## config.mk

```make
export PLATFORM = sky130hd
export DESIGN_NAME = imem_program_loader
export DESIGN_NICKNAME = d
export VERILOG_FILES = /design/src/rtl/imem_program_loader_pkg.sv /design/src/rtl/imem_program_loader_byte_assembler.sv /design/src/rtl/imem_program_loader.sv
export SDC_FILE = /design/constraint.sdc
export NUM_CORES = 1
export LEC_CHECK = 0
export ABC_AREA = 1
export CORE_MARGIN = 2
export CORE_UTILIZATION = 30
export CTS_BUF_LIST = sky130_fd_sc_hd__clkbuf_8 sky130_fd_sc_hd__clkbuf_16
export CTS_CLUSTER_DIAMETER = 200
export DETAILED_ROUTE_END_ITERATION = 12
export DONT_BUFFER_PORTS = 1
export PLACE_DENSITY = 0.48
export SYNTH_ARGS = -nofsm -noshare
export SYNTH_HDL_FRONTEND = slang
export SYNTH_SLANG_ARGS = --single-unit
```

## constraint.sdc

```tcl
create_clock -name clock -period 3.17 [get_ports clock]
set_input_delay 0.4755 -clock clock [delete_from_list [all_inputs] [get_ports clock]]
set_output_delay 0.4755 -clock clock [all_outputs]
set_load 0.05 [all_outputs]
```

## src/rtl/imem_program_loader_pkg.sv

```systemverilog
// Shared types for the instruction-memory program loader: FSM encoding and framing constants.
// No logic here; imported by the loader top and its byte assembler.
package loader_pkg;

  typedef enum logic [2:0] {
    IDLE   = 3'd0,
    LEN_HI = 3'd1,
    LEN_LO = 3'd2,
    DATA   = 3'd3,
    DONE   = 3'd4,
    ERROR  = 3'd5
  } state_e;

  localparam int BYTES_PER_WORD = 4;
  localparam int LEN_W          = 16;

endpackage

```

## src/rtl/imem_program_loader_byte_assembler.sv

```systemverilog
// Packs accepted bytes big-endian into 32-bit words; word_valid pulses the cycle after the 4th byte.
// No backpressure of its own: every in_vld byte is consumed, clear drops any partial word.
module byte_assembler
  import loader_pkg::*;
(
  input  logic        clock,
  input  logic        reset_n,
  input  logic        clear,
  input  logic        in_vld,
  input  logic [7:0]  in_dat,
  output logic [31:0] word,
  output logic        word_valid
);

  logic [1:0]  byte_cnt;
  logic [31:0] shift_q;

  always_ff @(posedge clock or negedge reset_n) begin
    if (!reset_n) begin
      byte_cnt   <= 2'd0;
      shift_q    <= 32'd0;
      word_valid <= 1'b0;
    end else if (clear) begin
      byte_cnt   <= 2'd0;
      word_valid <= 1'b0;
    end else begin
      word_valid <= in_vld && (byte_cnt == 2'(BYTES_PER_WORD - 1));
      if (in_vld) begin
        shift_q  <= {shift_q[23:0], in_dat};
        byte_cnt <= byte_cnt + 2'd1;
      end
    end
  end

  // The shift register holds the complete word throughout the word_valid cycle.
  assign word = shift_q;

endmodule

```

## src/rtl/imem_program_loader.sv

```systemverilog
// Loads a length-prefixed byte stream into instruction memory, holding the CPU until complete.
// Write strobe one cycle after the 4th byte of a word; rx_ready stays high throughout a load.
module imem_program_loader
  import loader_pkg::*;
#(
  parameter logic [31:0] BASE_ADDR      = 32'h0000_0000,
  parameter int unsigned MAX_WORDS      = 1024,
  parameter int unsigned TIMEOUT_CYCLES = 100000
) (
  input  logic             clock,
  input  logic             reset_n,
  input  logic             start,
  input  logic [7:0]       rx_data,
  input  logic             rx_valid,
  output logic             rx_ready,
  output logic [31:0]      imem_addr,
  output logic [31:0]      imem_wdata,
  output logic             imem_we,
  output logic             cpu_hold,
  output logic             busy,
  output logic             done,
  output logic             error,
  output logic [LEN_W-1:0] words_loaded
);

  localparam int TW = $clog2(TIMEOUT_CYCLES + 1);

  state_e           state;
  logic [7:0]       len_hi;
  logic [LEN_W-1:0] length;
  logic [LEN_W-1:0] words_cnt;
  logic [TW-1:0]    idle_cnt;
  logic [31:0]      addr_q;

  logic             rx_fire;
  logic [LEN_W-1:0] len_word;
  logic             asm_in_vld;
  logic             asm_clear;
  logic [31:0]      asm_word;
  logic             asm_word_vld;
  logic             last_write;
  logic             timed_out;

  assign rx_ready = (state == LEN_HI) || (state == LEN_LO) || (state == DATA);
  assign rx_fire  = rx_valid && rx_ready;
  assign busy     = rx_ready;
  assign done     = (state == DONE);
  assign error    = (state == ERROR);
  assign cpu_hold = (state != DONE);

  assign len_word     = {len_hi, rx_data};
  assign words_loaded = words_cnt + LEN_W'(asm_word_vld);

  // Bytes arriving while the final word is being written belong to no word and are dropped.
  assign asm_in_vld = rx_fire && (state == DATA) && (words_loaded < length);
  assign asm_clear  = (state != DATA);
  assign last_write = asm_word_vld && (words_loaded == length);
  assign timed_out  = !rx_fire && (idle_cnt == TW'(TIMEOUT_CYCLES - 1));

  assign imem_addr  = addr_q;
  assign imem_wdata = asm_word;
  assign imem_we    = asm_word_vld;

  byte_assembler u_asm (
    .clock      (clock),
    .reset_n    (reset_n),
    .clear      (asm_clear),
    .in_vld     (asm_in_vld),
    .in_dat     (rx_data),
    .word       (asm_word),
    .word_valid (asm_word_vld)
  );

  always_ff @(posedge clock or negedge reset_n) begin
    if (!reset_n) begin
      state     <= IDLE;
      len_hi    <= 8'd0;
      length    <= '0;
      words_cnt <= '0;
      idle_cnt  <= '0;
      addr_q    <= BASE_ADDR;
    end else begin
      case (state)
        IDLE, DONE, ERROR: begin
          if (start) begin
            state     <= LEN_HI;
            length    <= '0;
            words_cnt <= '0;
            idle_cnt  <= '0;
            addr_q    <= BASE_ADDR;
          end
        end

        LEN_HI, LEN_LO, DATA: begin
          if (rx_fire) begin
            idle_cnt <= '0;
          end else if (!timed_out) begin
            idle_cnt <= idle_cnt + TW'(1);
          end

          if (state == LEN_HI) begin
            if (rx_fire) begin
              len_hi <= rx_data;
              state  <= LEN_LO;
            end else if (timed_out) begin
              state <= ERROR;
            end
          end else if (state == LEN_LO) begin
            if (rx_fire) begin
              length <= len_word;
              if (len_word == '0) begin
                state <= DONE;
              end else if ({16'd0, len_word} > MAX_WORDS) begin
                state <= ERROR;
              end else begin
                state <= DATA;
              end
            end else if (timed_out) begin
              state <= ERROR;
            end
          end else begin
            // Address advances at the end of each write cycle, so it always names the next slot.
            if (asm_word_vld) begin
              words_cnt <= words_cnt + LEN_W'(1);
              addr_q    <= addr_q + 32'(BYTES_PER_WORD);
            end
            if (last_write) begin
              state <= DONE;
            end else if (timed_out) begin
              state <= ERROR;
            end
          end
        end

        default: state <= IDLE;
      endcase
    end
  end

endmodule

```

=== Word-level counts from Yosys, hierarchy flattened ===
Cells that the tools add are included.
W data, S select, Z words.

* Bits in registers: 127
* Word-level logic and storage cells: 85

* Bitwise logic cells: 1
* Add/subtract/negate cells: 5
* Order comparisons: 2
* Reduce and logical (&&, ||, !) cells: 20
* Eq/ne operators: 17
* Mux-type cells: 31

{| class="wikitable"
|+ Operator list
! kind !! count
|-
| $mux W32 || 4
|-
| $mux W16 || 7
|-
| $pmux W16 S2 || 2
|-
| $pmux W32 S2 || 1
|-
| $mux W17 || 3
|-
| $pmux W17 S2 || 1
|-
| $add A32 B3 Y32 const B || 1
|-
| $mux W3 || 9
|-
| $add A17 B1 Y17 const B || 1
|-
| $eq A17 B17 Y1 const B || 1
|-
| $add A16 B1 Y16 || 1
|-
| $add A16 B1 Y16 const B || 1
|-
| $eq A16 B16 Y1 || 1
|-
| $gt A16 B11 Y1 const B || 1
|-
| $logic_not A16 Y1 || 1
|-
| $lt A16 B16 Y1 || 1
|-
| $ne A2 B2 Y1 const B || 5
|-
| $reduce_and A5 Y1 || 2
|-
| $eq A3 B2 Y1 const B || 2
|-
| $eq A3 B3 Y1 const B || 2
|-
| $logic_and A1 B1 Y1 || 6
|-
| $ne A3 B3 Y1 const B || 2
|-
| $pmux W3 S2 || 1
|-
| $reduce_and A3 Y1 || 2
|-
| other kinds (14) || 18
|}

=== Logic depth before layout (Yosys ltp) ===
Gate-level depths: netlist of run 1.

* Depth after elaboration: 11
* Gate-level depth with buffers: 19

=== By module ===
A second synthesis of run 1 with hierarchy kept.

* Cell total of the unflattened synthesis: 1016
* Area total of the unflattened synthesis: 7412.1 sq um

{| class="wikitable"
|+ Modules (own cells, without submodules)
! module !! cells each !! instances !! area each (sq um)
|-
| imem_program_loader || 862 || 1 || 5982.0
|-
| byte_assembler || 154 || 1 || 1430.1
|}

=== Least setup slack after synthesis of run 1 ===
OpenSTA, ideal clock, no wires.

* Path type: register -> register
* From: register u_asm.word_valid
* To: register u_asm.shift_q[11] (netlist: u_asm.word[11])
* Buffers on the path: 2
* Path slack: -0.467 ns
* Setup time: 0.119 ns
* Stages on the path, launching flop included: 19
* Arrival time: 3.518 ns
* Cell sequence: dfrtp_1 ha_1 ha_1 nand3_1 inv_1 nand4_1 nor2_1 xor2_1 ha_1 nand2_1 a21boi_0 o21a_1 nor2_1 nand2_1 inv_2 buf_4 buf_6 nand2_1 nand2_1

* Word-level cells in the longest chain between the ends: 4

{| class="wikitable"
|+ Ends and longest elaborated chain
! what !! line !! source
|-
| start: declaration || imem_program_loader_byte_assembler.sv:12 || <nowiki>output logic word_valid</nowiki>
|-
| start signal: assignment || imem_program_loader_byte_assembler.sv:27 || <nowiki>word_valid <= in_vld && (byte_cnt == 2'(BYTES_PER_WORD - 1));</nowiki>
|-
| $add A16 B1 Y16 || imem_program_loader.sv:52 || <nowiki>assign words_loaded = words_cnt + LEN_W'(asm_word_vld);</nowiki>
|-
| net words_loaded[12] || imem_program_loader.sv:23 || <nowiki>output logic [LEN_W-1:0] words_loaded</nowiki>
|-
| $lt A16 B16 Y1 || imem_program_loader.sv:55 || <nowiki>assign asm_in_vld = rx_fire && (state == DATA) && (words_loaded < length);</nowiki>
|-
| $logic_and A1 B1 Y1 || imem_program_loader.sv:55 ||
|-
| $reduce_and A2 Y1 (no source line) || n/a ||
|-
| end signal: assignment || imem_program_loader_byte_assembler.sv:29 || <nowiki>shift_q <= {shift_q[23:0], in_dat};</nowiki>
|-
| end: declaration || imem_program_loader_byte_assembler.sv:16 || <nowiki>logic [31:0] shift_q;</nowiki>
|}

The timed path passes the listed nets, and every way through them passes these cells.
A chain may end at the register's enable or synchronous reset.

=== Worst setup path after layout of run 1 ===
* From: register u_asm.word_valid
* To: register u_asm.shift_q[24] (netlist: u_asm.word[24])

* Word-level cells in the longest chain between the ends: 4

{| class="wikitable"
|+ Ends and longest elaborated chain
! what !! line
|-
| $add A16 B1 Y16 || imem_program_loader.sv:52
|-
| $lt A16 B16 Y1 || imem_program_loader.sv:55
|-
| $logic_and A1 B1 Y1 || imem_program_loader.sv:55
|-
| $reduce_and A2 Y1 (no source line) || n/a
|}

No other way between the ends.

==> results of run 1 <==
## flip-flops by register name, summed over array words and instances, names as in the netlist
name,flops
idle_cnt,17
imem_addr,30
state,3
u_asm.byte_cnt,2
length,16
len_hi,8
u_asm.word,32
words_cnt,16
u_asm.word_valid,1
## final timing paths
kind,from,endpoint,slack [ns],depth (start not counted)
min in group clock,rx_valid,idle_cnt[2]$_DFFE_PN0P_,0.14,1
setup / recovery,u_asm.word_valid$_DFF_PN0_,u_asm.word[24]$_DFFE_PN0P_,0.35,17
hold reg to reg,len_hi[4]$_DFFE_PN0P_,len_hi[4]$_DFFE_PN0P_,0.52,2
hold / removal,reset_n,u_asm.word[31]$_DFFE_PN0P_,-0.27,0
max in group asynchronous,reset_n,imem_addr[30]$_DFFE_PN0P_,3.29,0
setup reg to reg,u_asm.word_valid$_DFF_PN0_,u_asm.word[24]$_DFFE_PN0P_,0.35,17
## worst max-delay path, cell delays in order, from the launching register on
cell and delay (ns):
dfrtp_2 0.36, ha_1 0.19, ha_1 0.20, nand3_2 0.13, inv_1 0.09, nand4_1 0.21
nor2_4 0.23, xor2_4 0.18, ha_1 0.25, nand2_1 0.07, nor2_1 0.05, nand2_1 0.06
nand3_1 0.07, nor2_2 0.15, nand2_4 0.13, clkbuf_16 0.20, nand2_1 0.06, nand2_1 0.06
## stage by stage
step	hold WS, ns	cell area, µm²
after global placement	0.182	7830
after global routing	-0.299	8510
after CTS	-0.294	8440
final	-0.273	8510
after floorplan	0.180	7300
after detailed placement	0.183	7830
## timing repair
item | 4_1_cts | 5_1_grt
resized for setup | 0 | 13
endpoints found under the hold margin | 125 | 125
setup endpoints to repair | 0 | 35
## layout by cell type, fill, tap and decap left out, drive strengths merged
cell | netlist | final
a21o | 1 | 1
buf | 17 | 38
dfrtp | 125 | 125
a21oi | 20 | 20
nor3b | 3 | 3
nand4 | 45 | 45
clkbuf | 10 | 18
nand3b | 2 | 2
or2 | 2 | 2
conb | 1 | 2
xnor2 | 2 | 2
o21bai | 3 | 3
nand3 | 68 | 68
xor2 | 20 | 20
clkinvlp | 0 | 1
nand2 | 301 | 301
nor3 | 24 | 24
a21boi | 1 | 1
clkinv | 1 | 6
o21ai | 75 | 75
inv | 114 | 123
a31oi | 3 | 3
ha | 22 | 22
o41ai | 2 | 2
o31ai | 3 | 3
nor2 | 111 | 111
a32o | 2 | 2
o21a | 2 | 2
## logic make-up after synthesis
family | Yosys count | share of synthesized area
and+or+nand+nor | 556 | 0.333
DFF | 125 | 0.435
AOI/OAI and AO/OA | 112 | 0.0848
buffers and inverters | 142 | 0.0819
xor gates and xnor gates | 22 | 0.0268
other | 1 | 0.000521
adders and majority gates | 22 | 0.0382
## synthesized netlist by cell type (2+ instances only)
library cell and instances:
a21oi_1 19, a31oi_1 3, a32o_1 2, buf_1 2, buf_2 6, buf_4 5, buf_6 4, clkbuf_1 10
dfrtp_1 125, ha_1 22, inv_1 110, inv_2 4, nand2_1 294, nand2_2 6, nand3_1 67, nand3b_1 2
nand4_1 45, nor2_1 107, nor2_2 2, nor2_4 2, nor3_1 23, nor3b_1 3, o21a_1 2, o21ai_0 68
o21ai_1 7, o21bai_1 3, o31ai_1 3, o41ai_1 2, or2_2 2, xnor2_1 2, xor2_1 20
## cell type report
class | instances | area share
Clock buffer | 17 | 0.0500
Clock inverter | 15 | 0.0218
Timing Repair Buffer | 39 | 0.0379
Tap cell | 319 | 0.0469
Sequential cell | 125 | 0.368
Multi-Input combinational cell | 714 | 0.424
Inverter | 115 | 0.0513
## routing by layer
metal  share of wire  GRT usage  vias up
met4          0.0066     0.0397        0
met5               0          0        -
li1                -          -     3245
met1            0.48      0.230     3002
met3           0.073     0.0483        9
met2            0.44      0.262      175
## power by group
part	switching [mW]	leakage (nW)	internal (mW)
combinational	1.19	2.02	0.427
sequential	0.629	1.70	1.86
clock	0.935	0.296	1.07
==> summary.txt, run 1 <==
status: finished with violations
failing checks: negative hold slack
layout cells sized above 1: 0.103
fin crit period: 2.82 ns
global route total overflow: 0
Slew Limit Fails: 0
area of the multi-input gates: 3610 µm²
worst min-delay path class: input pin to asynchronous set/reset pin
RSZ-0062 raised after global routing: false
core area: 23500 µm²
num rows: 56
share of the synthesized area in the top cell type: 0.435
Critical Path Fanout Max: 18
WP data arrival: 3.14 ns
routed vias/inst: 4.78
1st-pass router iterations: 5
ys flop type: dfrtp_1
worst slew pin tran: 0.714 ns
# Max-Cap Violations: 0
Yosys cell types: 39
sequential share of the synthesized area: 0.435
TritonCTS Buffers: 17
top cells by area, synth: dfrtp_1 43%, nand2_1 15%, inv_1 5.7%
diode count: 0
Die ar.: 25200 µm²
initial antenna violation count: 0
number of synthesized register bits: 125
pwr/cell area: 719 nW/µm²
total power: 6.12 mW
pre-CTS setup slack: 0.0278 ns
Setup Crit Path Kind: flop to flop
Yosys warning total: 0
post-route setup TNS: 0 ns
Post-synth EDFFs: 0
Initial DRC Count: 420
H-tree depth reported by CTS: 4
fill count: 2510
final worst slack: 0.347 ns
Post-Route WL: 20600 µm
NumNets Final: 1046
Area Growth Syn to Fin: 18.2%
Clock Tree Buf Depth: 2
die span in x: 159 µm
placed cells: 1311
I/O Buffers: 0
register area: 3130 µm²
Final GP Congestion: 0.826
cell count after synthesis: 980
Hold Vio Cnt, Final: 125
peak supply drop: 264 µV
Hold Slack: -0.273 ns
Async SR Flop Fraction: 1.00
Setup Buffers After CTS: 0
DR WL/cell: 15.3 µm
first-pass GRT wire length: 33900 µm
Root Driver: clkbuf_16
Max Freq: 354 MHz
total track usage: 0.168
leading area contributor after synthesis: dfrtp_1
Initial Utilization: 0.306
IO Count: 98
syn avg cell area: 7.35 µm²
largest net degree at the start of global routing: 126
Final period util: 0.890
final non-filler cell total: 1344
worst relative slew slack: 0.521
CTS sink cnt: 125
clk slew on worst S/H paths: 0.07 ns
crit end category: flop
Via Count: 6431
crit path launch type: flop
Worst Skew: 0.0134 ns
CTS tree: done
die height: 159 µm
setup violators final: 0
drt drc: 0
number of global-route vias before repair: 6179
Critical Path RT: 3.49 ns
static leakage: 4.02 nW
final core occ: 0.361
HPWL Detailed: 15000 µm
clk_lat worst skew: 0.43 ns
post-synthesis instance area: 7200 µm²
antenna-violating nets left: 0
Note: power is estimated with default switching activity, not from simulation.
==> run 2, diff against run 1 <==
Settings changed: ABC_AREA 1 to not set.
==> run 2 against run 1 <==
The flow still finishes with violations (negative hold slack). Routed wire length fell by 16%. Sequential share of layout area increased by 1.1 points. Total power up 14%. Global-route usage shrank 1.3 points. Worst hold slack gained 0.017 ns. Register-to-register slack got worse by 0.21 ns. Area after synthesis shrank 7.6%. Critical path type unchanged. Critical endpoint is now u_asm.word[14]$_DFFE_PN0P_. Largest cell class unchanged.
==> summary.txt, run 2 <==
status: finished with violations
failing checks: negative hold slack
Int Pwr: 3.94 mW
worst relative slew slack: 0.336
Root Driver: clkbuf_16
Final GP Congestion: 0.843
share of the synthesized area in the top cell type: 0.470
crit path launch type: flop
pre-CTS setup slack: 0.0771 ns
HPWL Detailed: 12400 µm
count leader, synth: dfrtp_1
Hold Slack: -0.255 ns
total power: 6.98 mW
sequential share of the synthesized area: 0.470
Slew Limit Fails: 0
peak supply drop: 324 µV
num rows: 54
routed vias/inst: 5.16
fin crit period: 3.04 ns
Final period util: 0.958
Post-Route WL: 17400 µm
ys flop type: dfrtp_1
Worst Skew: 0.0114 ns
Initial DRC Count: 289
IO Count: 98
fill count: 2143
# Max-Cap Violations: 0
1st-pass router iterations: 5
diode count: 0
core area: 21800 µm²
die height: 153 µm
DR WL/cell: 17.3 µm
crit end category: flop
Hold Vio Cnt, Final: 125
final worst slack: 0.134 ns
worst slew pin tran: 0.992 ns
Area Growth Syn to Fin: 24.5%
pwr/cell area: 843 nW/µm²
Clock Tree Buf Depth: 2
R2R setup slack: 0.13 ns
Post-synth EDFFs: 0
I/O Buffers: 0
Critical Path RT: 3.47 ns
CTS tree: done
WP data arrival: 3.34 ns
finished layout cell area: 8280 µm²
static leakage: 3.67 nW
NumNets Final: 749
R2R depth: 13
top cells by area, synth: dfrtp_1 47%, mux2_4 6.1%, ha_1 4.1%
drt drc: 0
total track usage: 0.155
Reg-to-Reg End: u_asm.word[14]$_DFFE_PN0P_
cell count after synthesis: 666
Die ar.: 23400 µm²
initial antenna violation count: 0
RSZ-0062 raised after global routing: false
post-synthesis instance area: 6650 µm²
sequential power share: 0.451
antenna-violating nets left: 0
Async SR Flop Fraction: 1.00
Max Freq: 329 MHz
RR Startpoint: words_cnt[0]$_DFFE_PN0P_
setup violators final: 0
Clk network pwr share: 0.272
Yosys warning total: 0
clk_lat worst skew: 0.42 ns
leading area contributor after synthesis: dfrtp_1
Initial Utilization: 0.305
layout cells sized above 1: 0.246
combinational power share: 0.277
final core occ: 0.379
worst min-delay path class: input pin to asynchronous set/reset pin
final non-filler cell total: 1008
largest net degree at the start of global routing: 126
first-pass GRT wire length: 29100 µm
TritonCTS Buffers: 17
global route total overflow: 0
H-tree depth reported by CTS: 4
commonest non-fill, non-tap cells in the layout: 121 x dfrtp_1, 61 x buf_4, 48 x nor2_1, 48 x o21ai_0, 47 x nand2_1
Largest register FFs: 32
CTS sink cnt: 125
Via Count: 5204
Yosys cell types: 52
syn avg cell area: 9.99 µm²
most common library cells after synthesis: 125 x dfrtp_1, 55 x nor2_1, 50 x nand2_1, 49 x o21ai_0, 42 x nand3_1
Area after DPL: 7680 µm²
clk slew on worst S/H paths: 0.06 ns
most common cell after layout, fill and taps aside: dfrtp_1
Setup Crit Path Kind: flop to flop
number of synthesized register bits: 125
number of global-route vias before repair: 5329
Switch Pwr: 3.03 mW
die span in x: 153 µm
Critical Path Fanout Max: 9
placed cells: 973
Sw Ratio: 0.435
run 2: cell count changes after synthesis, moves of 13 or more:
| cell | change |
|---|---|
| o21ai_0 | -19 |
| nand4_1 | -13 |
| nand2_1 | -244 |
| nand3_1 | -25 |
| and3_1 | +16 |
| mux2_2 | +13 |
| mux2_4 | +27 |
| nor2_1 | -52 |
| o31ai_1 | +15 |
| inv_1 | -81 |
run 2: power by group through the flow:
stage	Combinational [mW]	Sequential [mW]	Clock, mW
after floorplan	1.55	3.09	0
after global placement	1.87	3.18	0
after detailed placement	1.91	3.19	0
after CTS	1.92	3.16	1.95
after global routing	2.12	3.22	2.02
final	1.93	3.15	1.90
run 2: cell type report:
class                           count  area, µm²  area share
Inverter                           30        113      0.0136
Clock inverter                     14        126      0.0153
Timing Repair Buffer               62        478      0.0577
Sequential cell                   125       3130       0.378
Tap cell                          280        350      0.0423
Multi-Input combinational cell    479       3640       0.440
Clock buffer                       18        439      0.0530
run 2: cell families (layout without fill, tap and decap cells):
family | count (synthesis) | count (layout) | share of synthesized area
flip-flops | 125 | 125 | 0.470
buffers and inverters | 63 | 124 | 0.0438
XOR/XNOR | 42 | 42 | 0.0553
other | 1 | 2 | 0.000564
AO/OA/AOI/OAI | 116 | 116 | 0.106
adder cells (fa/ha/maj) | 22 | 22 | 0.0414
multiplexers | 42 | 42 | 0.0860
AND/OR/NAND/NOR | 255 | 255 | 0.197
run 2: per-stage QoR:
stage / hold slack [ns] / TNS (ns)
after global routing: -0.282 / 0
after floorplan: 0.180 / -6.05
after global placement: 0.183 / 0
after CTS: -0.280 / 0
final: -0.255 / 0
after detailed placement: 0.183 / 0
run 2: how the worst max path moves through the flow:
stage | startpoint | end | slack, ns | depth (start not counted)
finish | words_cnt[0]$_DFFE_PN0P_ | u_asm.word[14]$_DFFE_PN0P_ | 0.13 | 13
floorplan | u_asm.word_valid$_DFF_PN0_ | u_asm.word[0]$_DFFE_PN0P_ | -0.21 | 13
global placement | words_cnt[0]$_DFFE_PN0P_ | u_asm.word[13]$_DFFE_PN0P_ | 0.12 | 12
detailed placement | words_cnt[0]$_DFFE_PN0P_ | u_asm.word[14]$_DFFE_PN0P_ | 0.08 | 12
global route | words_cnt[9]$_DFFE_PN0P_ | u_asm.word[14]$_DFFE_PN0P_ | 0.009 | 11
CTS | words_cnt[0]$_DFFE_PN0P_ | u_asm.word[21]$_DFFE_PN0P_ | 0.06 | 11
run 2: timing repair:
action / in CTS / in global routing
setup endpoints to repair: 0 / 34
hold endpoints to repair: 125 / 125
setup buffers: 0 / 3
resized for setup: 0 / 3
run 2: per-layer routing:
metal	up-vias	global-route usage	part of all wire
li1	2495	-	-
met1	2556	0.202	0.46
met2	132	0.236	0.45
met3	21	0.0471	0.065
met4	0	0.0692	0.023
met5	-	0	0
run 2: critical path: stages, from the launching register on:
cell	delay, ns
dfrtp_1	0.39
ha_4	0.17
nand4_1	0.07
buf_4	0.17
nor2_4	0.19
nand3_4	0.12
xnor2_4	0.26
ha_4	0.25
nand4_1	0.11
nor2_1	0.06
a221o_1	0.31
a211o_2	0.32
buf_4	0.20
mux2_4	0.31
